### src/rtl/tick_monitor_pkg.sv
`default_nettype none
// ============================================================================
// Module   : tick_monitor_pkg
// Purpose  : Shared types and helpers for the tick-rate monitor.
//            - state_t: monitor FSM states (IDLE, MEASURE, LOCKED)
//            - match_cnt_width(): bits needed to count up to LOCK_COUNT
// Revision : 1.0  initial release
// ============================================================================
package tick_monitor_pkg;

    typedef enum logic [1:0] {
        IDLE    = 2'd0,   // no reference strobe yet; nothing to measure
        MEASURE = 2'd1,   // measuring intervals, building up the match run
        LOCKED  = 2'd2    // LOCK_COUNT good intervals seen, watching for faults
    } state_t;

    // The match counter saturates at LOCK_COUNT, so it must hold that value.
    function automatic int match_cnt_width(input int lock_count);
        int w;
        w = $clog2(lock_count + 1);
        return (w < 1) ? 1 : w;
    endfunction

endpackage : tick_monitor_pkg
`default_nettype wire

### src/rtl/tick_hold_reg.sv
`default_nettype none
// ============================================================================
// Module   : tick_hold_reg
// Purpose  : One-entry valid/ready holding register. A new load always
//            overwrites the stored word; if the previous word had not been
//            consumed, the sticky dropped flag is raised.
// Ports    : clk, reset     - clock, synchronous active-high reset
//            load,load_data - write strobe and data
//            out_data       - held word
//            out_valid      - held word not yet consumed
//            out_ready      - consumer accepts when out_valid & out_ready
//            dropped        - sticky: an unconsumed word was overwritten
// Revision : 1.0  initial release
// ============================================================================
module tick_hold_reg #(
    parameter int W = 32
) (
    input  logic         clk,
    input  logic         reset,
    input  logic         load,
    input  logic [W-1:0] load_data,
    output logic [W-1:0] out_data,
    output logic         out_valid,
    input  logic         out_ready,
    output logic         dropped
);

    always_ff @(posedge clk) begin
        if (reset) begin
            out_data  <= '0;
            out_valid <= 1'b0;
            dropped   <= 1'b0;
        end else if (load) begin
            // A simultaneous hand-off consumes the old word, so it is not lost.
            out_data  <= load_data;
            out_valid <= 1'b1;
            if (out_valid && !out_ready) begin
                dropped <= 1'b1;
            end
        end else if (out_valid && out_ready) begin
            out_valid <= 1'b0;
        end
    end

endmodule : tick_hold_reg
`default_nettype wire

### src/rtl/tick_monitor.sv
`default_nettype none
// ============================================================================
// Module   : tick_monitor
// Purpose  : Receive-side checker for a single-cycle tick strobe. Measures
//            the interval between strobes, publishes each measurement through
//            a holding register, declares lock after LOCK_COUNT consecutive
//            PERIOD-length intervals, and flags mismatches and missing strobes.
// Ports    : clk, reset    - clock, synchronous active-high reset
//            tick_in       - strobe input, one event per high cycle
//            period_out    - last measured interval in cycles
//            period_valid  - period_out holds an unconsumed measurement
//            period_ready  - consumer accept
//            locked        - lock achieved, no error since
//            err_mismatch  - 1-cycle pulse: wrong interval while locked
//            err_timeout   - 1-cycle pulse: strobe missing
//            dropped       - sticky: unconsumed measurement overwritten
// Revision : 1.0  initial release
// ============================================================================
module tick_monitor
    import tick_monitor_pkg::*;
#(
    parameter int PERIOD     = 10,
    parameter int TIMEOUT    = 64,
    parameter int LOCK_COUNT = 4,
    parameter int W          = 32
) (
    input  logic         clk,
    input  logic         reset,
    input  logic         tick_in,
    output logic [W-1:0] period_out,
    output logic         period_valid,
    input  logic         period_ready,
    output logic         locked,
    output logic         err_mismatch,
    output logic         err_timeout,
    output logic         dropped
);

    localparam int              C_MW        = match_cnt_width(LOCK_COUNT);
    localparam logic [W-1:0]    C_PERIOD    = W'(PERIOD);
    localparam logic [W-1:0]    C_CNT_LAST  = W'(TIMEOUT - 1);
    localparam logic [C_MW-1:0] C_LOCK      = C_MW'(LOCK_COUNT);
    localparam logic [C_MW-1:0] C_LOCK_M1   = C_MW'(LOCK_COUNT - 1);

    state_t          r_state;
    logic [W-1:0]    r_cnt;
    logic [C_MW-1:0] r_match_cnt;

    logic [W-1:0]    w_meas;
    logic            w_meas_load;
    logic            w_meas_ok;
    logic            w_timeout;

    // cnt counts the cycles since the last strobe minus one, so the interval
    // ending on the current strobe is cnt+1 (back-to-back strobes give 1).
    assign w_meas      = r_cnt + W'(1);
    assign w_meas_ok   = (w_meas == C_PERIOD);
    // A strobe on the timeout cycle wins, hence the !tick_in qualifier.
    assign w_timeout   = (r_cnt == C_CNT_LAST) && !tick_in;
    // IDLE strobes only start the first interval; they carry no measurement.
    assign w_meas_load = (r_state != IDLE) && tick_in;

    always_ff @(posedge clk) begin
        if (reset) begin
            r_state      <= IDLE;
            r_cnt        <= '0;
            r_match_cnt  <= '0;
            locked       <= 1'b0;
            err_mismatch <= 1'b0;
            err_timeout  <= 1'b0;
        end else begin
            err_mismatch <= 1'b0;
            err_timeout  <= 1'b0;
            case (r_state)
                IDLE: begin
                    if (tick_in) begin
                        r_cnt   <= '0;
                        r_state <= MEASURE;
                    end
                end

                MEASURE: begin
                    if (tick_in) begin
                        r_cnt <= '0;
                        if (w_meas_ok) begin
                            if (r_match_cnt == C_LOCK_M1) begin
                                r_match_cnt <= C_LOCK;
                                locked      <= 1'b1;
                                r_state     <= LOCKED;
                            end else begin
                                r_match_cnt <= r_match_cnt + C_MW'(1);
                            end
                        end else begin
                            r_match_cnt <= '0;
                        end
                    end else if (w_timeout) begin
                        err_timeout <= 1'b1;
                        locked      <= 1'b0;
                        r_match_cnt <= '0;
                        r_cnt       <= '0;
                        r_state     <= IDLE;
                    end else begin
                        r_cnt <= r_cnt + W'(1);
                    end
                end

                LOCKED: begin
                    if (tick_in) begin
                        r_cnt <= '0;
                        if (!w_meas_ok) begin
                            err_mismatch <= 1'b1;
                            locked       <= 1'b0;
                            r_match_cnt  <= '0;
                            r_state      <= MEASURE;
                        end
                    end else if (w_timeout) begin
                        err_timeout <= 1'b1;
                        locked      <= 1'b0;
                        r_match_cnt <= '0;
                        r_cnt       <= '0;
                        r_state     <= IDLE;
                    end else begin
                        r_cnt <= r_cnt + W'(1);
                    end
                end

                default: begin
                    r_state     <= IDLE;
                    r_cnt       <= '0;
                    r_match_cnt <= '0;
                    locked      <= 1'b0;
                end
            endcase
        end
    end

    tick_hold_reg #(
        .W (W)
    ) u_hold (
        .clk       (clk),
        .reset     (reset),
        .load      (w_meas_load),
        .load_data (w_meas),
        .out_data  (period_out),
        .out_valid (period_valid),
        .out_ready (period_ready),
        .dropped   (dropped)
    );

endmodule : tick_monitor
`default_nettype wire

### config.mk
export PLATFORM = sky130hd
export DESIGN_NAME = tick_monitor
export DESIGN_NICKNAME = d
export VERILOG_FILES = /design/src/rtl/tick_monitor_pkg.sv /design/src/rtl/tick_hold_reg.sv /design/src/rtl/tick_monitor.sv
export SDC_FILE = /design/constraint.sdc
export NUM_CORES = 1
export LEC_CHECK = 0
export CORE_ASPECT_RATIO = 1.2
export CORE_MARGIN = 8
export CORE_UTILIZATION = 55
export CTS_CLUSTER_SIZE = 10
export DETAILED_ROUTE_END_ITERATION = 8
export GPL_ROUTABILITY_DRIVEN = 0
export PLACE_DENSITY = 0.77
export SLEW_MARGIN = 40
export SYNTH_ARGS = -nofsm -noshare
export SYNTH_HDL_FRONTEND = slang
export SYNTH_SLANG_ARGS = --single-unit
export TNS_END_PERCENT = 100
### constraint.sdc
create_clock -name clk -period 3.4 [get_ports clk]
set_input_delay 0.34 -clock clk [delete_from_list [all_inputs] [get_ports clk]]
set_output_delay 0.34 -clock clk [all_outputs]
set_load 0.02 [all_outputs]
* Yosys cells after proc, flatten, opt, wreduce, memory -nomap -nowiden
Index checks and enable logic that the tools add are counted.
** Word-level totals
- Register bits :: 74
- Output and inout bits :: 37
** Cells by class
- Bitwise gates (word level) :: 4
- Reduce and logical (&&, ||, !) cells :: 16
- Multiplexer cells :: 30
- Add/sub/neg operators :: 2
- Equality and inequality tests :: 9
** Operators with widths (count)
- $mux 32 :: 3
- $pmux 32 s2 :: 1
- $add 32x1->32 const B :: 1
- $eq 32x4->1 const B :: 1
- $eq 32x6->1 const B :: 1
- $mux 3 :: 6
- $mux 2 :: 7
- $mux 1 :: 10
- $ne 3x3->1 const B :: 3
- $pmux 3 s3 :: 1
- $reduce_and 4->1 :: 2
- $pmux 2 s3 :: 1
- $reduce_or 3->1 :: 2
- $logic_and 1x1->1 :: 4
- $not 1->1 :: 4
- $reduce_and 2->1 :: 2
- $reduce_bool 2->1 :: 2
- $add 3x1->3 const B :: 1
- $eq 3x2->1 const B :: 1
- $pmux 1 s3 :: 1
- $eq 2x1->1 const B :: 1
- $eq 2x2->1 const B :: 1
- $logic_not 1->1 :: 2
- $logic_not 2->1 :: 1
- other kinds (2) :: 2

* Longest topological paths before layout
- Depth after elaboration :: 5
- Mapped depth :: 11

* Hierarchy
Synthesis repeated with hierarchy kept, for this count alone.
** Unflattened totals
- Cells, all modules :: 563
- Area total of the unflattened synthesis :: 4438.0 um^2
** Modules (own cells, without submodules)
- tick_monitor :: cells each 452, times used 1, seq. area each 800.8 um^2, area an instance 3198.1 um^2
- tick_hold_reg :: cells each 111, times used 1, seq. area each 680.7 um^2, area an instance 1239.9 um^2

* Least setup slack after synthesis
Ideal clock, no wire load.
- Path type :: register to register
- Start point :: register r_cnt[0]
- End point :: register locked
- Data arrival time :: 3.065 ns
- Library setup time :: 0.060 ns
- Slack :: 0.275 ns
- Stages on the path, launching flop included :: 11
- Cell sequence :: dfxtp_1 -> ha_1 -> nand2_1 -> or4_4 -> buf_6 -> o31a_1 -> nor4_2 -> nand2_1 -> o311a_1 -> or4_1 -> nand2_1
** Between the ends
- Word-level cells in the longest chain between the ends :: 5
- Elaborated cells between the ends (all ways) :: 11
- Those cells by class :: add/sub: 1; eq/ne: 4; mux: 4; reduce/logical: 2
** Ends and longest elaborated chain
- from (decl) :: line tick_monitor.sv:46 : logic [W-1:0] r_cnt;
- from (signal assigned) :: line tick_monitor.sv:103 : r_cnt <= r_cnt + W'(1);
- from (signal assigned) :: line tick_monitor.sv:123 : r_cnt <= r_cnt + W'(1);
- branches (longest 5 deep; another with $add 32x1->32)
- to (signal assigned) :: line tick_monitor.sv:68 : locked <= 1'b0;
- to (signal assigned) :: line tick_monitor.sv:88 : locked <= 1'b1;
- to (signal assigned) :: line tick_monitor.sv:98 : locked <= 1'b0;
- to (decl) :: line tick_monitor.sv:33 : output logic locked,
Several ways; the timed one is not identified.
A chain may end at the register's enable or synchronous reset.

* Final worst setup path
- Start point :: register r_cnt[9]
- End point :: register r_state[0]
** Between the ends
- Word-level cells in the longest chain between the ends :: 5
- Elaborated cells between the ends (all ways) :: 11
- Those cells by class :: add/sub: 1; eq/ne: 4; mux: 4; reduce/logical: 2
** Ends and longest elaborated chain
- branches (longest 5 deep; another with $add 32x1->32)
- to (signal assigned) :: line tick_monitor.sv:65 : r_state <= IDLE;
- to (signal assigned) :: line tick_monitor.sv:78 : r_state <= MEASURE;
- to (signal assigned) :: line tick_monitor.sv:89 : r_state <= LOCKED;
- to (decl) :: line tick_monitor.sv:45 : state_t r_state;
Several ways; the timed one is not identified.

==> run summary <==
DETAILED ROUTING
------------------------------------------------------------------------------------
Drc violations                                                                     0
DR pass1 iterations                                                                5
Detailed Route WL                                                           11100 um
Average wire per standard cell                                               16.5 um
Number of vias per cell                                                         6.20
DRT antenna net count                                                              0
Initial DRC Count                                                                361
Routed vias                                                                     4171

CELLS AND AREA
------------------------------------------------------------------------------------
Net count reported at finish                                                     588
Fraction of the core area covered by cells at the end of the flow              64.7%
Area added between synthesis and finish                                        15.0%
Share of post-route cells with drive strength above 1                          10.2%
Post-route insts no fill                                                         673
Number of diodes                                                                   0
Most frequent cells in the layout                                       sky130_fd_sc_hd__nor2_1, sky130_fd_sc_hd__dfxtp_1, sky130_fd_sc_hd__clkdlybuf4s50_1
Most common cell after layout, fill and taps aside                      sky130_fd_sc_hd__nor2_1

STA
------------------------------------------------------------------------------------
Count of final setup violators                                                     0
Headroom to the max-slew limit                                                 59.0%
Slew of the pin with the lowest slew margin                                 0.611 ns
Worst clock skew                                                           0.0133 ns
Count of final max-slew check failures                                             0
Fin crit period                                                              3.21 ns
Ratio of final minimum period to clock period                                  94.5%
Final TNS setup                                                                 0 ns
Maximum clock rate                                                           311 MHz
RSZ-0062 raised after global routing                                           false
Final-report hold violation count                                                  0

CLOCK NETWORK
------------------------------------------------------------------------------------
Cts-stage hold buffer count                                                        0
Sinks on the clock net                                                            74
Longest Clk Path Bufs                                                              2
CTS root buf                                                            sky130_fd_sc_hd__clkbuf_8
H-tree Lvls                                                                        3
Buffers inserted by post-CTS timing repair                                         0
Insertion delay of the later-clocked pin in the worst-skew pair              0.35 ns
TritonCTS clock tree                                                             yes
Clk pin slew, worst setup/hold paths                                         0.08 ns
TritonCTS buffer count                                                             9

POWER
------------------------------------------------------------------------------------
Worst-case vdd ir drop                                                    0.000295 V
Combinational fraction of design power                                         16.2%
Seq pwr share                                                                  50.3%
Sw Pwr                                                                      0.544 mW
Leakage dissipation                                                          1.65 nW
Net switching fraction of the power                                            29.7%
Cell area power density                                                  372 nW/um^2
Internal portion of total power                                              1.29 mW
Clk pwr share                                                                  33.5%
Total Power                                                                  1.83 mW

LOGIC SYNTHESIS
------------------------------------------------------------------------------------
Net count of the mapped netlist                                                  568
Xor and xnor fraction of the mapped netlist area                               6.34%
Adder-Cell Fraction of Synth Area                                              2.34%
Multiplexer share of the synthesized area                                     0.467%
Count of mapped cells out of synthesis                                           556
YS warnings                                                                        0
Prevailing post-synth register cell                                     sky130_fd_sc_hd__dfxtp_1
Netlist area before placement                                              4280 um^2
Synth top area share                                                           34.6%
Leading post-synthesis cells by cell area                               sky130_fd_sc_hd__dfxtp_1, sky130_fd_sc_hd__nor2_1, sky130_fd_sc_hd__a211oi_1
Dominant combinational cell family by area after synthesis              simple AND/OR/NAND/NOR gates
Complex-gate fraction of the synthesized area                                  18.3%
Count of cell types in the netlist                                                57
EDFF count, synth                                                                  0
Syn avg cell area                                                          7.71 um^2
Area fraction in and, or, nand and nor cells after synthesis                   31.4%
Part of the Yosys area used for sequential elements                            34.6%
Post-synth top area cell                                                sky130_fd_sc_hd__dfxtp_1
Flip-flop and latch count after synthesis                                         74
Share of flip-flops with an asynchronous set or reset after synthesis             0%

GRT
------------------------------------------------------------------------------------
Antenna violations before repair                                                   0
Pin count of the biggest net entering global routing                              40
Met3 Use GR                                                                    5.14%
Global routing met2 resource utilization                                       34.9%
Met1 usage                                                                     25.1%
GR peak layer                                                                   met2
Total GRT Usage                                                                21.1%
Global-route wire length before repair                                      18500 um
Number of global-route vias before repair                                       3851
Total congestion overflow after global routing                                     0

DIE
------------------------------------------------------------------------------------
Die height                                                                    113 um
Ports placed on the boundary                                                      41
Number of cell rows                                                               35
Die Footprint                                                             10900 um^2
Die Width                                                                    96.6 um
Core region area                                                           7620 um^2
Initial core utilization                                                       56.2%

OUTCOME
------------------------------------------------------------------------------------
Status                                                                  finished clean

PLACEMENT
------------------------------------------------------------------------------------
Cell count after placement                                                       657
Number of buffers added on ports                                                  40
HPWL reported at the end of detailed placement                               7970 um

WORST SETUP PATH
------------------------------------------------------------------------------------
Worst Setup Path Type                                                   flop to flop
Largest fanout of any net on the critical path                                    12
Critical Path Source Type                                                       flop
CP arrival                                                                   3.49 ns
Worst setup EP type                                                             flop
Required time of the critical path                                           3.68 ns

MIN PATH
------------------------------------------------------------------------------------
Min-Delay Path Class                                                    input port to flop

FLOW RUN
------------------------------------------------------------------------------------
Reported max-cap violation count                                                   0

## cell usage after synthesis, types with 3 or more instances
cell and instances:
sky130_fd_sc_hd__nand2_1 24, sky130_fd_sc_hd__inv_1 11, sky130_fd_sc_hd__o31a_1 3, sky130_fd_sc_hd__or3_1 16, sky130_fd_sc_hd__nor3_1 21, sky130_fd_sc_hd__a21oi_1 34, sky130_fd_sc_hd__nand4_1 18, sky130_fd_sc_hd__buf_4 3
sky130_fd_sc_hd__buf_2 16, sky130_fd_sc_hd__a22oi_1 3, sky130_fd_sc_hd__and2_1 3, sky130_fd_sc_hd__o21ai_0 28, sky130_fd_sc_hd__dfxtp_1 74, sky130_fd_sc_hd__nand2b_1 3, sky130_fd_sc_hd__nand3_1 13, sky130_fd_sc_hd__ha_1 8
sky130_fd_sc_hd__a211oi_1 29, sky130_fd_sc_hd__nor2_1 95, sky130_fd_sc_hd__or2_2 3, sky130_fd_sc_hd__clkbuf_1 30, sky130_fd_sc_hd__or4_1 10, sky130_fd_sc_hd__xor2_1 8, sky130_fd_sc_hd__and3_1 11, sky130_fd_sc_hd__xnor2_1 23
sky130_fd_sc_hd__a21o_1 3, sky130_fd_sc_hd__nor4_1 13, sky130_fd_sc_hd__nand3b_1 11
## flip-flops by register name, summed over array words and instances (netlist names)
register,flops
u_hold.out_valid,1
r_cnt,32
locked,1
u_hold.dropped,1
err_timeout,1
r_match_cnt,3
r_state,2
err_mismatch,1
u_hold.out_data,32
## cell families after synthesis
group | count (synthesis)
muxes | 2
DFF | 74
buffers and inverters | 65
adders and majority gates | 8
xor gates and xnor gates | 31
and+or+nand+nor | 255
AOI/OAI and AO/OA | 121
## through the flow
stage | setup slack [ns] | area [um^2] | hold slack, ns
after CTS | 0.116 | 4910 | 0.471
after floorplan | 0.275 | 4280 | 0.446
after detailed placement | 0.113 | 4740 | 0.475
after global placement | 0.272 | 4740 | 0.469
after global routing | 0.00968 | 4930 | 0.494
final | 0.187 | 4930 | 0.476
## layer usage
metal,up-vias,routed length [um]
li1,2028,-
met1,1949,4560
met4,0,279
met5,-,0
met2,170,5560
met3,24,731
## critical path, stage by stage (launching register included)
cell and delay [ns]:
sky130_fd_sc_hd__dfxtp_1 0.54, sky130_fd_sc_hd__nand3_2 0.19, sky130_fd_sc_hd__or4_4 0.64, sky130_fd_sc_hd__o31a_1 0.36
sky130_fd_sc_hd__nor4_2 0.33, sky130_fd_sc_hd__nand2_1 0.12, sky130_fd_sc_hd__o31a_1 0.34, sky130_fd_sc_hd__or4_1 0.52
sky130_fd_sc_hd__o211ai_1 0.10
## path summary, 6_finish.rpt
kind | start | endpoint | slack, ns | cells past startpoint
worst min register to register | r_match_cnt[1] | r_match_cnt[1] | 0.49 | 2
worst max-delay path | r_cnt[9] | r_state[0] | 0.19 | 8
worst max register to register | r_cnt[9] | r_state[0] | 0.19 | 8
worst min-delay path | reset | r_cnt[20] | 0.48 | 2
## repair_timing
item                                    4_1_cts  5_1_grt
hold endpoints to repair                      0        0
resized for setup                             0        6
endpoints found under the setup margin        0        5
## cell type report
| class | count | area [um^2] |
|---|---|---|
| clock buffers | 10 | 128 |
| multi-input cells | 417 | 2540 |
| fillers | 672 | 2690 |
| flip-flops and latches | 74 | 1490 |
| repair buffers | 62 | 573 |
| well taps | 92 | 115 |
| clock inverters | 6 | 42.5 |
| inverters | 12 | 45.0 |
## power by group through the flow
stage / Clock (mW) / Combinational (mW) / Sequential (mW)
finish: 0.614 / 0.297 / 0.922
global route: 0.662 / 0.323 / 0.927
CTS: 0.626 / 0.298 / 0.923
detailed placement: 0 / 0.297 / 0.943
global placement: 0 / 0.292 / 0.941
floorplan: 0 / 0.135 / 0.986
(Power assumes the default switching activity.)
